[src/rtl/dfe_adapt_sslms.sv]
// ---------------------------------------------------------------------------
// dfe_adapt_sslms
// Sign-sign LMS adaptation engine for the digital DFE feedback taps. Takes the
// equalised slice samples from the DFE, forms data decisions and error signs,
// and correlates them over a window of 2**Ndec clocks. At each window end,
// every tap accumulator steps by one LSB according to the sign of the
// window's vote. The upper Ncoef bits of each accumulator form the
// coefficient fed back to the DFE.
//
// Ports
//   i_clk        clock
//   i_rst        asynchronous active-high reset
//   i_en         adaptation enable
//   i_freeze     hold coefficients, pause adaptation
//   i_load_init  one-cycle pulse, load i_coef_init into the accumulators
//   i_coef_init  Ntap x Ncoef signed initial coefficients (tap 0 in LSBs)
//   i_dlev       unsigned target data level
//   i_dfe_out    Nti x Nadc signed DFE outputs (slice 0 in LSBs, oldest)
//   o_coef       Ntap x Ncoef signed coefficients (tap 0 in LSBs)
//   o_sat        per tap, accumulator sits at a saturation bound
//   o_upd        one-cycle pulse, coefficients were just updated
//   o_state      0 IDLE, 1 LOAD, 2 ADAPT, 3 FROZEN
// ---------------------------------------------------------------------------
module dfe_adapt_sslms #(
  parameter int Nadc  = 8,
  parameter int Ntap  = 1,
  parameter int Nti   = 1,
  parameter int Ncoef = 8,
  parameter int Nfrac = 6,
  parameter int Ndec  = 4
) (
  input  logic                    i_clk,
  input  logic                    i_rst,
  input  logic                    i_en,
  input  logic                    i_freeze,
  input  logic                    i_load_init,
  input  logic [Ntap*Ncoef-1:0]   i_coef_init,
  input  logic [Nadc-1:0]         i_dlev,
  input  logic [Nti*Nadc-1:0]     i_dfe_out,
  output logic [Ntap*Ncoef-1:0]   o_coef,
  output logic [Ntap-1:0]         o_sat,
  output logic                    o_upd,
  output logic [1:0]              o_state
);

  localparam int W  = Ncoef + Nfrac;
  localparam int VW = $clog2(Nti + 1) + Ndec + 2;
  localparam int EW = Nadc + 2;

  localparam logic signed [W-1:0]  ACC_MAX  = {1'b0, {(W-1){1'b1}}};
  localparam logic signed [W-1:0]  ACC_MIN  = {1'b1, {(W-1){1'b0}}};
  localparam logic signed [W-1:0]  ACC_ONE  = W'(1);
  localparam logic signed [VW-1:0] V_ONE    = VW'(1);
  localparam logic [Ndec-1:0]      WIN_LAST = {Ndec{1'b1}};
  localparam logic [Ndec-1:0]      WIN_ONE  = Ndec'(1);

  typedef enum logic [1:0] {
    ST_IDLE   = 2'd0,
    ST_LOAD   = 2'd1,
    ST_ADAPT  = 2'd2,
    ST_FROZEN = 2'd3
  } state_t;

  state_t                 r_state;
  state_t                 w_state_next;
  logic [Nti*Nadc-1:0]    r_x;
  // Decision history, oldest in bit 0; a stored 1 means +1, a 0 means -1.
  logic [Ntap-1:0]        r_hist;
  logic signed [W-1:0]    r_acc [Ntap];
  logic signed [VW-1:0]   r_vote [Ntap];
  logic [Ndec-1:0]        r_win;
  logic                   r_upd;

  logic [EW-1:0]          w_dl;
  logic [EW-1:0]          w_err [Nti];
  logic [Nti-1:0]         w_dpos;
  logic [Nti-1:0]         w_spos;
  logic [Ntap+Nti-1:0]    w_aug;
  logic signed [VW-1:0]   w_p [Ntap];
  logic signed [VW-1:0]   w_vnext [Ntap];
  logic signed [W-1:0]    w_acc_next [Ntap];
  logic                   w_load;
  logic                   w_accum;
  logic                   w_win_end;
  logic                   w_update;

  assign w_dl = {2'b00, i_dlev};

  // Per-slice decision (sign of sample) and error sign of x - d*dlev.
  always_comb begin
    w_dpos = '0;
    w_spos = '0;
    for (int k = 0; k < Nti; k++) begin
      w_dpos[k] = ~r_x[k*Nadc + Nadc - 1];
      w_err[k]  = {{2{r_x[k*Nadc + Nadc - 1]}}, r_x[k*Nadc +: Nadc]};
      if (w_dpos[k]) begin
        w_err[k] = w_err[k] - w_dl;
      end else begin
        w_err[k] = w_err[k] + w_dl;
      end
      w_spos[k] = ~w_err[k][EW-1];
    end
  end

  // Decisions in time order: previous-cycle history below this cycle's slices.
  assign w_aug = {w_dpos, r_hist};

  // Sign-sign correlation: slice k pairs its error with the decision i+1 UI back.
  always_comb begin
    for (int i = 0; i < Ntap; i++) begin
      w_p[i] = '0;
      for (int k = 0; k < Nti; k++) begin
        if (w_spos[k] == w_aug[Ntap + k - 1 - i]) begin
          w_p[i] = w_p[i] + V_ONE;
        end else begin
          w_p[i] = w_p[i] - V_ONE;
        end
      end
      w_vnext[i] = r_vote[i] + w_p[i];
    end
  end

  // Saturating one-LSB accumulator step from the sign of the full-window vote.
  always_comb begin
    for (int i = 0; i < Ntap; i++) begin
      w_acc_next[i] = r_acc[i];
      if (!w_vnext[i][VW-1] && (w_vnext[i] != '0) && (r_acc[i] != ACC_MAX)) begin
        w_acc_next[i] = r_acc[i] + ACC_ONE;
      end else if (w_vnext[i][VW-1] && (r_acc[i] != ACC_MIN)) begin
        w_acc_next[i] = r_acc[i] - ACC_ONE;
      end else begin
        w_acc_next[i] = r_acc[i];
      end
    end
  end

  assign w_win_end = (r_win == WIN_LAST);

  // Next-state logic; !en outranks freeze, and only an undisturbed ADAPT cycle accumulates.
  always_comb begin
    w_state_next = r_state;
    w_load       = 1'b0;
    w_accum      = 1'b0;
    if (i_load_init) begin
      w_state_next = ST_LOAD;
      w_load       = 1'b1;
    end else begin
      case (r_state)
        ST_IDLE:   w_state_next = i_en ? ST_ADAPT : ST_IDLE;
        ST_LOAD:   w_state_next = i_en ? ST_ADAPT : ST_IDLE;
        ST_ADAPT: begin
          if (!i_en) begin
            w_state_next = ST_IDLE;
          end else if (i_freeze) begin
            w_state_next = ST_FROZEN;
          end else begin
            w_state_next = ST_ADAPT;
            w_accum      = 1'b1;
          end
        end
        ST_FROZEN: begin
          if (!i_en) begin
            w_state_next = ST_IDLE;
          end else if (!i_freeze) begin
            w_state_next = ST_ADAPT;
          end else begin
            w_state_next = ST_FROZEN;
          end
        end
        default:   w_state_next = ST_IDLE;
      endcase
    end
  end

  assign w_update = w_accum & w_win_end;

  // State register.
  always_ff @(posedge i_clk or posedge i_rst) begin
    if (i_rst) begin
      r_state <= ST_IDLE;
    end else begin
      r_state <= w_state_next;
    end
  end

  // Input register, decision history, votes, window counter and accumulators.
  always_ff @(posedge i_clk or posedge i_rst) begin
    if (i_rst) begin
      r_x    <= '0;
      r_hist <= '0;
      r_win  <= '0;
      r_upd  <= 1'b0;
      for (int i = 0; i < Ntap; i++) begin
        r_acc[i]  <= '0;
        r_vote[i] <= '0;
      end
    end else begin
      r_x    <= i_dfe_out;
      r_hist <= w_aug[Nti +: Ntap];
      r_upd  <= w_update;
      // Any cycle that does not accumulate throws away the partial window.
      if (w_accum && !w_win_end) begin
        r_win <= r_win + WIN_ONE;
      end else begin
        r_win <= '0;
      end
      for (int i = 0; i < Ntap; i++) begin
        if (w_load) begin
          r_acc[i] <= {i_coef_init[i*Ncoef +: Ncoef], {Nfrac{1'b0}}};
        end else if (w_update) begin
          r_acc[i] <= w_acc_next[i];
        end
        if (w_accum && !w_win_end) begin
          r_vote[i] <= w_vnext[i];
        end else begin
          r_vote[i] <= '0;
        end
      end
    end
  end

  // Coefficients are the accumulator MSBs; saturation flags track the bounds.
  always_comb begin
    o_coef = '0;
    o_sat  = '0;
    for (int i = 0; i < Ntap; i++) begin
      o_coef[i*Ncoef +: Ncoef] = r_acc[i][W-1 -: Ncoef];
      o_sat[i]                 = (r_acc[i] == ACC_MAX) || (r_acc[i] == ACC_MIN);
    end
  end

  assign o_upd   = r_upd;
  assign o_state = r_state;

endmodule

[config.mk]
export PLATFORM = sky130hd
export DESIGN_NAME = dfe_adapt_sslms
export DESIGN_NICKNAME = d
export VERILOG_FILES = /design/src/rtl/dfe_adapt_sslms.sv
export SDC_FILE = /design/constraint.sdc
export NUM_CORES = 1
export LEC_CHECK = 0
export ABC_AREA = 1
export CAP_MARGIN = 20
export CORE_UTILIZATION = 45
export DETAILED_ROUTE_END_ITERATION = 16
export GPL_ROUTABILITY_DRIVEN = 0
export PLACE_DENSITY = 0.76
export SETUP_SLACK_MARGIN = 0.05
export SKIP_LAST_GASP = 1
export SLEW_MARGIN = 20
export SYNTH_ARGS = -nofsm -noshare
export SYNTH_HDL_FRONTEND = slang
export SYNTH_SLANG_ARGS = --single-unit
[constraint.sdc]
create_clock -name i_clk -period 6.3 [get_ports i_clk]
set_clock_uncertainty 0.15 [all_clocks]
set_input_delay 0.63 -clock i_clk [delete_from_list [all_inputs] [get_ports i_clk]]
set_output_delay 0.63 -clock i_clk [all_outputs]
set_load 0.1 [all_outputs]
==> impl_metrics.ini, run 1 <==
[synth]
ys_ff_latch = 37
synth-adder-area-share_pct = 14.31
ys_types = 30
synth_compound_area_share_pct = 10.22
synth_xor_area_share_pct = 5.777
synth_cells = 343
syn_area_um2 = 2729
synthSimpleGateAreaFrac_pct = 27.01
synthFlopType = dfrtp_1
syn-num-nets = 402
synthArstFlopShare_pct = 100.0
yosysSeqAreaShare_pct = 33.93
synth-warning-count = 0
synth-edff-count = 0
avgSynthCellArea_um2 = 7.956
synth_top_family_by_area = simple AND/OR/NAND/NOR gates
synth_mux_area_share_pct = 0

[placement]
place_area_um2 = 3148
place_hpwl_um = 4506
port_buffers = 40

[setup_path]
critPathSlowestCell = clkdlybuf4s50_1
path_class = in -> reg
required_ns = 6.35
crit_arrival_ns = 5.83
crit_path_frequent_cell = nand2_1
crit_fanout = 8
slowest_delay_ns = 0.42
startpoint_type = input port
cp-end-kind = register

[drt]
wl_per_cell_um = 13.40
drtIter0Drc = 127
routed_wl_um = 6177
final_antenna_net_count = 0
drcViolationCount = 0
via_count = 2427
viasPerCell = 5.265
firstDrtPassIters = 4

[global_route]
grt_max_degree = 38
grt_pass1_wl_um = 10210
grt_use_total_pct = 20.55
antenna_found_initial = 0
grt_pass1_vias = 2368
gr-total-overflow = 0

[cts]
cts_sinks = 37
cts_buffers = 5
clockRootBuffer = clkbuf_8
insertion_delay_ns = 0.30
cts_tree = done
clkTransAtPathRegs_ns = 0.08
cts_max_level = 2
max-clock-path-buffers = 2

[cells_and_area]
multi_input_area_um2 = 1594
antennaDiodeCount = 0
area_growth_pct = 21.14
n_fill_cell = 507
drive_gt1_share_pct = 11.05
final_cell_mix = 67 x nand2_1, 40 x inv_1, 40 x clkdlybuf4s50_1, 37 x dfrtp_1, 33 x nor2_1
seqCellArea_um2 = 925.9
final_common_cell = nand2_1
final_nets = 447
fin_area_um2 = 3306
final_core_util_pct = 58.25

[floorplanning]
rows = 27
ioPinCount = 41
die_area_um2 = 6379
die_y_um = 79.87
initial_core_util_pct = 48.08
die_width_um = 79.87
core_um2 = 5675

[sta]
slew_headroom_pct = 35.02
drv_slew = 0
finalCritPeriodShare_pct = 91.73
hold_viol = 0
fmax_mhz = 173.0
final-setup-viol-count = 0
fin_crit_ns = 5.779
worstMarginPinSlew_ns = 0.9716
rsz0062_at_grt = yes

[hold_path]
min_path_type = reg -> reg

[run_status]
status = complete, no violations

[power]
power_density_nw_per_um2 = 234.9
leakage_nw = 1.654
ir_drop_v = 0.0001544

[flow_run]
max-cap-violations = 0
[worst max-delay path: cells and delay by family]
kind,cells,cell delay [ns]
xor+xnor,1,0.16
simple gates,25,2.46
compound gates,3,0.56
buf+inv,8,0.93
fa+ha+maj,4,1.13
[power breakdown]
part / switching [mW] / internal, mW
combinational: 0.221 / 0.119
sequential: 0.0184 / 0.250
clock: 0.0908 / 0.0768
[registers in the layout, summed over array words and instances (netlist names)]
signal	cells
r_acc	14
r_x	8
r_vote	7
r_win	4
o_state	2
o_upd	1
r_hist	1
[final cells by class]
type / instances / share of cell area (%)
Timing Repair Buffer: 47 / 13.70
Clock buffer: 6 / 2.195
Inverter: 42 / 4.845
Clock inverter: 2 / 0.3028
Sequential cell: 37 / 28.01
Tap cell: 72 / 2.725
Multi-Input combinational cell: 255 / 48.22
[per-layer routing]
metal / routed length (µm) / GRT usage [%]
met5: 0 / 0
met4: 148 / 7.143
met3: 355 / 5.943
met2: 3042 / 35.47
met1: 2631 / 24.20
[stage by stage]
stage          setup slack [ns]  cells  hold slack, ns  TNS (ns)  power (mW)
2_1_floorplan             1.194    343          0.2831         0      0.5315
3_3_place_gp             0.2692    446          0.3066         0      0.5902
3_5_place_dp            0.08049    446          0.3044         0      0.5975
4_1_cts                  0.3720    454          0.3220         0      0.7658
5_1_grt                -0.04309    461          0.3556  -0.04309      0.8295
6_report                 0.5209    461          0.3204         0      0.7766
[path summary, 6_finish.rpt]
path / cells past startpoint / startpoint / slack (ns) / end
max reg2reg: 39 / r_x[7] / 1.12 / r_acc[13]
max: 41 / i_dlev[0] / 0.52 / r_acc[13]
min: 1 / r_win[0] / 0.32 / r_win[0]
min in group asynchronous: 3 / i_rst / 0.60 / r_acc[8]
max in group asynchronous: 3 / i_rst / 5.06 / r_win[0]
min reg2reg: 1 / r_win[0] / 0.32 / r_win[0]
[what timing repair did]
item / CTS / global route
gates resized for setup: 0 / 6
hold buffers: 0 / 0
endpoints found under the setup margin: 0 / 4
buffers inserted: 0 / 6
[cells in the mapped netlist, types with 4 or more instances]
master   number  area, µm²
inv_1        41      153.9
nand2_1      67      251.5
nand2_2       7      43.79
nor3_1        6      30.03
o21ai_0      16      80.08
nand3_1      21      105.1
nor4_1        4      25.02
a21oi_1      21      105.1
nand2_4       5      56.30
nor2_1       33      123.9
xor2_1        9      78.83
nand4_1       8      50.05
xnor2_1       9      78.83
buf_4         8      60.06
ha_1         28      350.3
dfrtp_1      37      925.9
[logic make-up after synthesis]
group,after synthesis
buffers and inverters,52
adder cells (fa/ha/maj),30
XOR/XNOR,18
AO/OA/AOI/OAI,48
flip-flops,37
AND/OR/NAND/NOR,158
Power figures use the tool's default switching activity.
==> run 2: changes to the inputs <==
Settings changed: ABC_AREA 1 to 0.
==> run 2 against run 1 <==
  * Sequential cell count did not move
  * Count of clock-buffer cells in the layout fell by 1
  * Utilization rose by 7.9 points
  * First-iteration DRC count fell by 44%
  * Synthesized area fell by 1.7%
  * Register-to-register slack got worse by 0.72 ns
  * Maximum frequency fell by 5.4%
  * Global-route usage rose by 1.6 points
  * Largest cell class unchanged
==> impl_metrics.ini, run 2 <==
[run_status]
status = complete, no violations

[placement]
dp.cells = 422
place_area_um2 = 3400
port_buffers = 40
post-place-ws_ns = -0.4260
place_hpwl_um = 4708

[synth]
syn-num-nets = 338
synthArstFlopShare_pct = 100.0
synth_cells = 279
syn_area_um2 = 2684
avgSynthCellArea_um2 = 9.619
yosys-top-cells-area = dfrtp_1 34%, ha_1 13%, xor2_1 4.2%, nand2_1 3.6%, nor2_1 3.2%
yosysSeqAreaShare_pct = 34.50
ys_ff_latch = 37
synth-edff-count = 0
yosys.area.top_type = dfrtp_1
synthFlopType = dfrtp_1
yosysMostFrequentCell = dfrtp_1
synth_top_cell_area_share_pct = 34.50
synth-warning-count = 0
yosys-top-cells-count = 37 x dfrtp_1, 28 x ha_1, 26 x nand2_1
ys_types = 58

[sta]
finalCritPeriodShare_pct = 96.99
fin_crit_ns = 6.110
worstMarginPinSlew_ns = 1.018
hold_viol = 0
fmax_mhz = 163.7
final-setup-viol-count = 0
drv_slew = 0
setup_slack_ns = 0.1899
slew_headroom_pct = 31.90

[global_route]
grt_max_degree = 38
grt_pass1_vias = 2424
gr-total-overflow = 0
antenna_found_initial = 0
grt_use_total_pct = 22.15
grt_pass1_wl_um = 10710

[power]
leakage_nw = 1.726
power_density_nw_per_um2 = 217.4
ir_drop_v = 0.0001402

[cells_and_area]
antennaDiodeCount = 0
drive_gt1_share_pct = 27.32
n_fill_cell = 448
final_common_cell = buf_4
final_cell_mix = 51 x buf_4, 37 x dfrtp_1, 35 x clkdlybuf4s50_1, 25 x nand2_1, 22 x ha_1
final_core_util_pct = 66.13
area_growth_pct = 39.02
largest-register = r_acc
fin_area_um2 = 3731
final_cell_count_no_fill = 438
final_nets = 424
largest_register_ffs = 14
reg_top3 = r_acc (14), r_x (8), r_vote (7)

[drt]
viasPerCell = 5.521
routed_wl_um = 6501
drcViolationCount = 0
wl_per_cell_um = 14.84
via_count = 2418
drtIter0Drc = 71
firstDrtPassIters = 4
final_antenna_net_count = 0

[setup_path]
r2r_cells = 25
path_class = in -> reg
cp-endpoint = r_acc[13]
crit_start = i_dlev[5]
crit_arrival_ns = 6.16
r2r-start = r_x[7]
required_ns = 6.35
startpoint_type = input port
rrSetupSlack_ns = 0.40
worstReg2RegEnd = r_acc[13]
crit_fanout = 7
cp-end-kind = register

[cts]
cts_buffers = 5
hold_buffers = 0
clockRootBuffer = clkbuf_8
cts_sinks = 37
insertion_delay_ns = 0.30
cts_tree = done
max-clock-path-buffers = 2
cts_max_level = 2
clkTransAtPathRegs_ns = 0.08

[hold_path]
min_path_cells = 1
min_path_type = reg -> reg
worstHoldStart = r_win[0]

[floorplanning]
die_y_um = 79.23
core_um2 = 5642
ioPinCount = 41
die_width_um = 79.23
die_area_um2 = 6277
rows = 27
initial_core_util_pct = 47.57

[flow_run]
max-cap-violations = 0
-- run 2: cell count changes in the layout (fill, tap and decap cells not counted), moves of 6 or more --
cell / delta
buf_4: +44
nand2_1: -42
inv_1: -26
nand3_1: -13
nor2_1: -13
a21oi_1: -9
o21ai_0: -8
nand2_2: -6
-- run 2: metrics by stage --
stage | hold WS [ns] | total power [mW] | setup TNS [ns]
after floorplan | 0.2831 | 0.4840 | 0
after global placement | 0.2998 | 0.6033 | -1.295
after detailed placement | 0.3110 | 0.6082 | -1.838
after CTS | 0.3220 | 0.7942 | 0
after global routing | 0.3367 | 0.8619 | -0.09400
final | 0.3155 | 0.8110 | 0
-- run 2: area by class of cell --
type	count	area [µm²]	share of cell area, %
clock inverters	3	21.27	0.5701
multi-input cells	214	1762	47.22
repair buffers	92	807.0	21.63
flip-flops and latches	37	925.9	24.82
well taps	72	90.09	2.414
clock buffers	5	68.82	1.844
inverters	15	56.30	1.509
-- run 2: logic make-up after synthesis --
| kind of cell | count (synthesis) | synth area share (%) |
|---|---|---|
| AO/OA/AOI/OAI | 62 | 17.30 |
| XOR/XNOR | 22 | 7.739 |
| adder cells (fa/ha/maj) | 30 | 14.55 |
| buffers and inverters | 28 | 6.014 |
| flip-flops | 37 | 34.50 |
| multiplexers | 3 | 1.305 |
| AND/OR/NAND/NOR | 97 | 18.60 |
-- run 2: how the worst min path moves through the flow --
stage and to:
2_1_floorplan r_win[0], 3_5_place_dp r_win[0], 6_report r_win[0], 4_1_cts r_win[0], 5_1_grt r_win[0], 3_3_place_gp r_win[0]
-- run 2: repair_timing --
action / 4_1_cts / 5_1_grt
setup buffers: 3 / 5
resized for setup: 10 / 25
pin swaps: 7 / 15
setup endpoints to repair: 5 / 7
-- run 2: power by group --
group | internal [mW] | leakage, nW | switching (mW)
registers | 0.246 | 0.473 | 0.0109
clock network | 0.0784 | 0.0445 | 0.0901
logic | 0.189 | 1.21 | 0.197
-- run 2: critical path: stages --
cell and delay (ns):
clkdlybuf4s50_1 0.50, nor2_2 0.06, a31oi_4 0.18, xor2_1 0.16, ha_1 0.26, o311a_1 0.34, o22ai_2 0.13, nand2_2 0.08
xor2_1 0.14, buf_4 0.18, ha_4 0.28, a211oi_1 0.09, or4b_4 0.54, o2111a_1 0.18, a41oi_2 0.26, nand2_4 0.11
buf_6 0.14, ha_1 0.30, o21ai_1 0.11, o21bai_1 0.10, o311a_1 0.33, a2111oi_4 0.32, o21ai_2 0.12, and3b_2 0.23
o21a_1 0.18, o31ai_2 0.21
-- run 2: layer usage --
metal	vias to the layer above	global-route usage [%]	share of wire, %
met4	0	10.73	2.2
met3	13	4.483	3.4
met5	-	0	0
li1	1177	-	-
met1	1176	25.25	42
met2	52	39.22	52
==> run 3: changes to the inputs <==
Settings changed: ABC_AREA 0 to unset, CORE_MARGIN set to 2.
Clock period 6.3 ns to 5.65 ns, I/O delays scaled along.
==> run 3 against run 2 <==
  * The flow now finishes with violations (negative setup slack)
  * First-iteration DRC count up 110%
  * Via count is 10% higher
  * Clock power up 47%
  * Utilization grew 5.6 points
  * Worst hold slack better by 0.0059 ns
==> impl_metrics.ini, run 3 (synthesized netlist as in run 2, its figures left out) <==
[cells_and_area]
reg_top3 = r_acc (14), r_x (8), r_vote (7)
seqCellArea_um2 = 925.9
final_cell_mix = 81 x buf_4, 37 x dfrtp_1, 34 x clkdlybuf4s50_1, 25 x nand2_1, 21 x nor2_1
final_cell_count_no_fill = 476
final_common_cell = buf_4
multi_input_area_um2 = 1934
final_nets = 459
drive_gt1_share_pct = 39.15
largest-register = r_acc
n_fill_cell = 389
area_growth_pct = 56.27
largest_register_ffs = 14
antennaDiodeCount = 0

[placement]
port_buffers = 40
place_hpwl_um = 5114
dp.cells = 444

[sta]
hold-worst-slack_ns = 0.3214
worstMarginPinSlew_ns = 1.009
fmax_mhz = 172.2
fin_crit_ns = 5.806
setup_tns_ns = -0.3767
setup_slack_ns = -0.1559
rsz0062_at_grt = yes
drv_slew = 0
finalCritPeriodShare_pct = 102.8
final-setup-viol-count = 5
hold_viol = 0
slew_headroom_pct = 32.51

[power]
leakage_nw = 1.892
ir_drop_v = 0.0001680
power_density_nw_per_um2 = 260.3
total_power_mw = 1.092

[floorplanning]
die_y_um = 81.23
ioPinCount = 41
initial_core_util_pct = 45.87
die_width_um = 81.23
die_area_um2 = 6598
rows = 28
core_um2 = 5851

[drt]
firstDrtPassIters = 4
via_count = 2668
routed_wl_um = 8470
drtIter0Drc = 152
wl_per_cell_um = 17.79
final_antenna_net_count = 0
viasPerCell = 5.605
drcViolationCount = 0

[setup_path]
critPathSlowestCell = or4b_4
path_class = in -> reg
cp-end-kind = register
startpoint_type = input port
crit_path_frequent_cell = buf_6
slowest_delay_ns = 0.49
crit_arrival_ns = 5.82
required_ns = 5.67
crit_fanout = 5

[global_route]
grt_pass1_vias = 2602
antenna_found_initial = 0
gr-total-overflow = 0
grt_use_total_pct = 23.77
grt_max_degree = 38
grt_pass1_wl_um = 12000

[cts]
cts_tree = done
cts_max_level = 2
hold_buffers = 0
insertion_delay_ns = 0.30
clkTransAtPathRegs_ns = 0.08
clockRootBuffer = clkbuf_8
max-clock-path-buffers = 2
cts_sinks = 37
cts_buffers = 5

[hold_path]
min_path_type = reg -> reg

[flow_run]
max-cap-violations = 0

[run_status]
violations = negative setup slack
status = finished with violations
[run 3: cell types whose count changed in the layout (fill, tap and decap cells not counted), moves of 4 or more]
cell / previous run / this run
buf_6: 1 / 6
buf_4: 51 / 81
ha_4: 6 / 11
ha_1: 22 / 15
dlymetal6s2s_1: 5 / 1
[run 3: through the flow]
step                setup slack [ns]  utilization [%]  cell area [µm²]
floorplan                   -0.07460                -             2741
global placement             -0.5870            61.59             3603
detailed placement           -0.7094            61.59             3603
CTS                          -0.2156            67.00             3920
global route                 -0.3714            71.69             4194
finish                       -0.1559            71.69             4194
[run 3: power by group]
| group | internal, mW | switching [mW] | total (mW) | leakage, nW |
|---|---|---|---|---|
| clock | 0.144 | 0.103 | 0.247 | 0.0574 |
| combinational | 0.283 | 0.275 | 0.558 | 1.36 |
| sequential | 0.274 | 0.0130 | 0.287 | 0.473 |
| total | 0.701 | 0.391 | 1.09 | 1.89 |
[run 3: final cells by class]
cell class              count  share of cell area, %
repair buffers            127                  25.36
inverters                  15                  1.342
flip-flops and latches     37                  22.08
well taps                  75                  2.237
multi-input cells         214                  46.12
clock buffers               6                  1.969
clock inverters             2                 0.8950
[run 3: final timing paths]
check | from | slack [ns] | cells after the start | to
setup / recovery | i_dlev[2] | -0.16 | 30 | r_acc[12]
hold / removal | r_win[0] | 0.32 | 1 | r_win[0]
setup reg to reg | r_x[7] | -0.07 | 26 | r_acc[12]
hold reg to reg | r_win[0] | 0.32 | 1 | r_win[0]
max in group asynchronous | i_rst | 4.45 | 3 | o_state[1]
min in group asynchronous | i_rst | 0.58 | 3 | r_hist
[run 3: critical path: cells and delay by family]
kind	cells	cell delay [ns]
XOR/XNOR	3	0.59
AND/OR/NAND/NOR	7	1.21
AO/OA/AOI/OAI	11	1.79
buffers and inverters	6	0.77
adder cells (fa/ha/maj)	3	0.89
[run 3: what timing repair did]
action | 4_1_cts | 5_1_grt
resized for setup | 37 | 40
pin swaps | 26 | 44
gates cloned | 0 | 0
buffers inserted | 8 | 18
endpoints found under the setup margin | 8 | 8
[run 3: per-layer routing]
| metal | part of all wire (%) | wire length (µm) | vias up | GRT usage (%) |
|---|---|---|---|---|
| li1 | - | - | 1251 | - |
| met1 | 38 | 3209 | 1299 | 27.92 |
| met2 | 54 | 4573 | 92 | 44.38 |
| met3 | 4.9 | 412 | 26 | 4.111 |
| met4 | 3.2 | 274 | 0 | 6.271 |
| met5 | 0 | 0 | - | 0 |
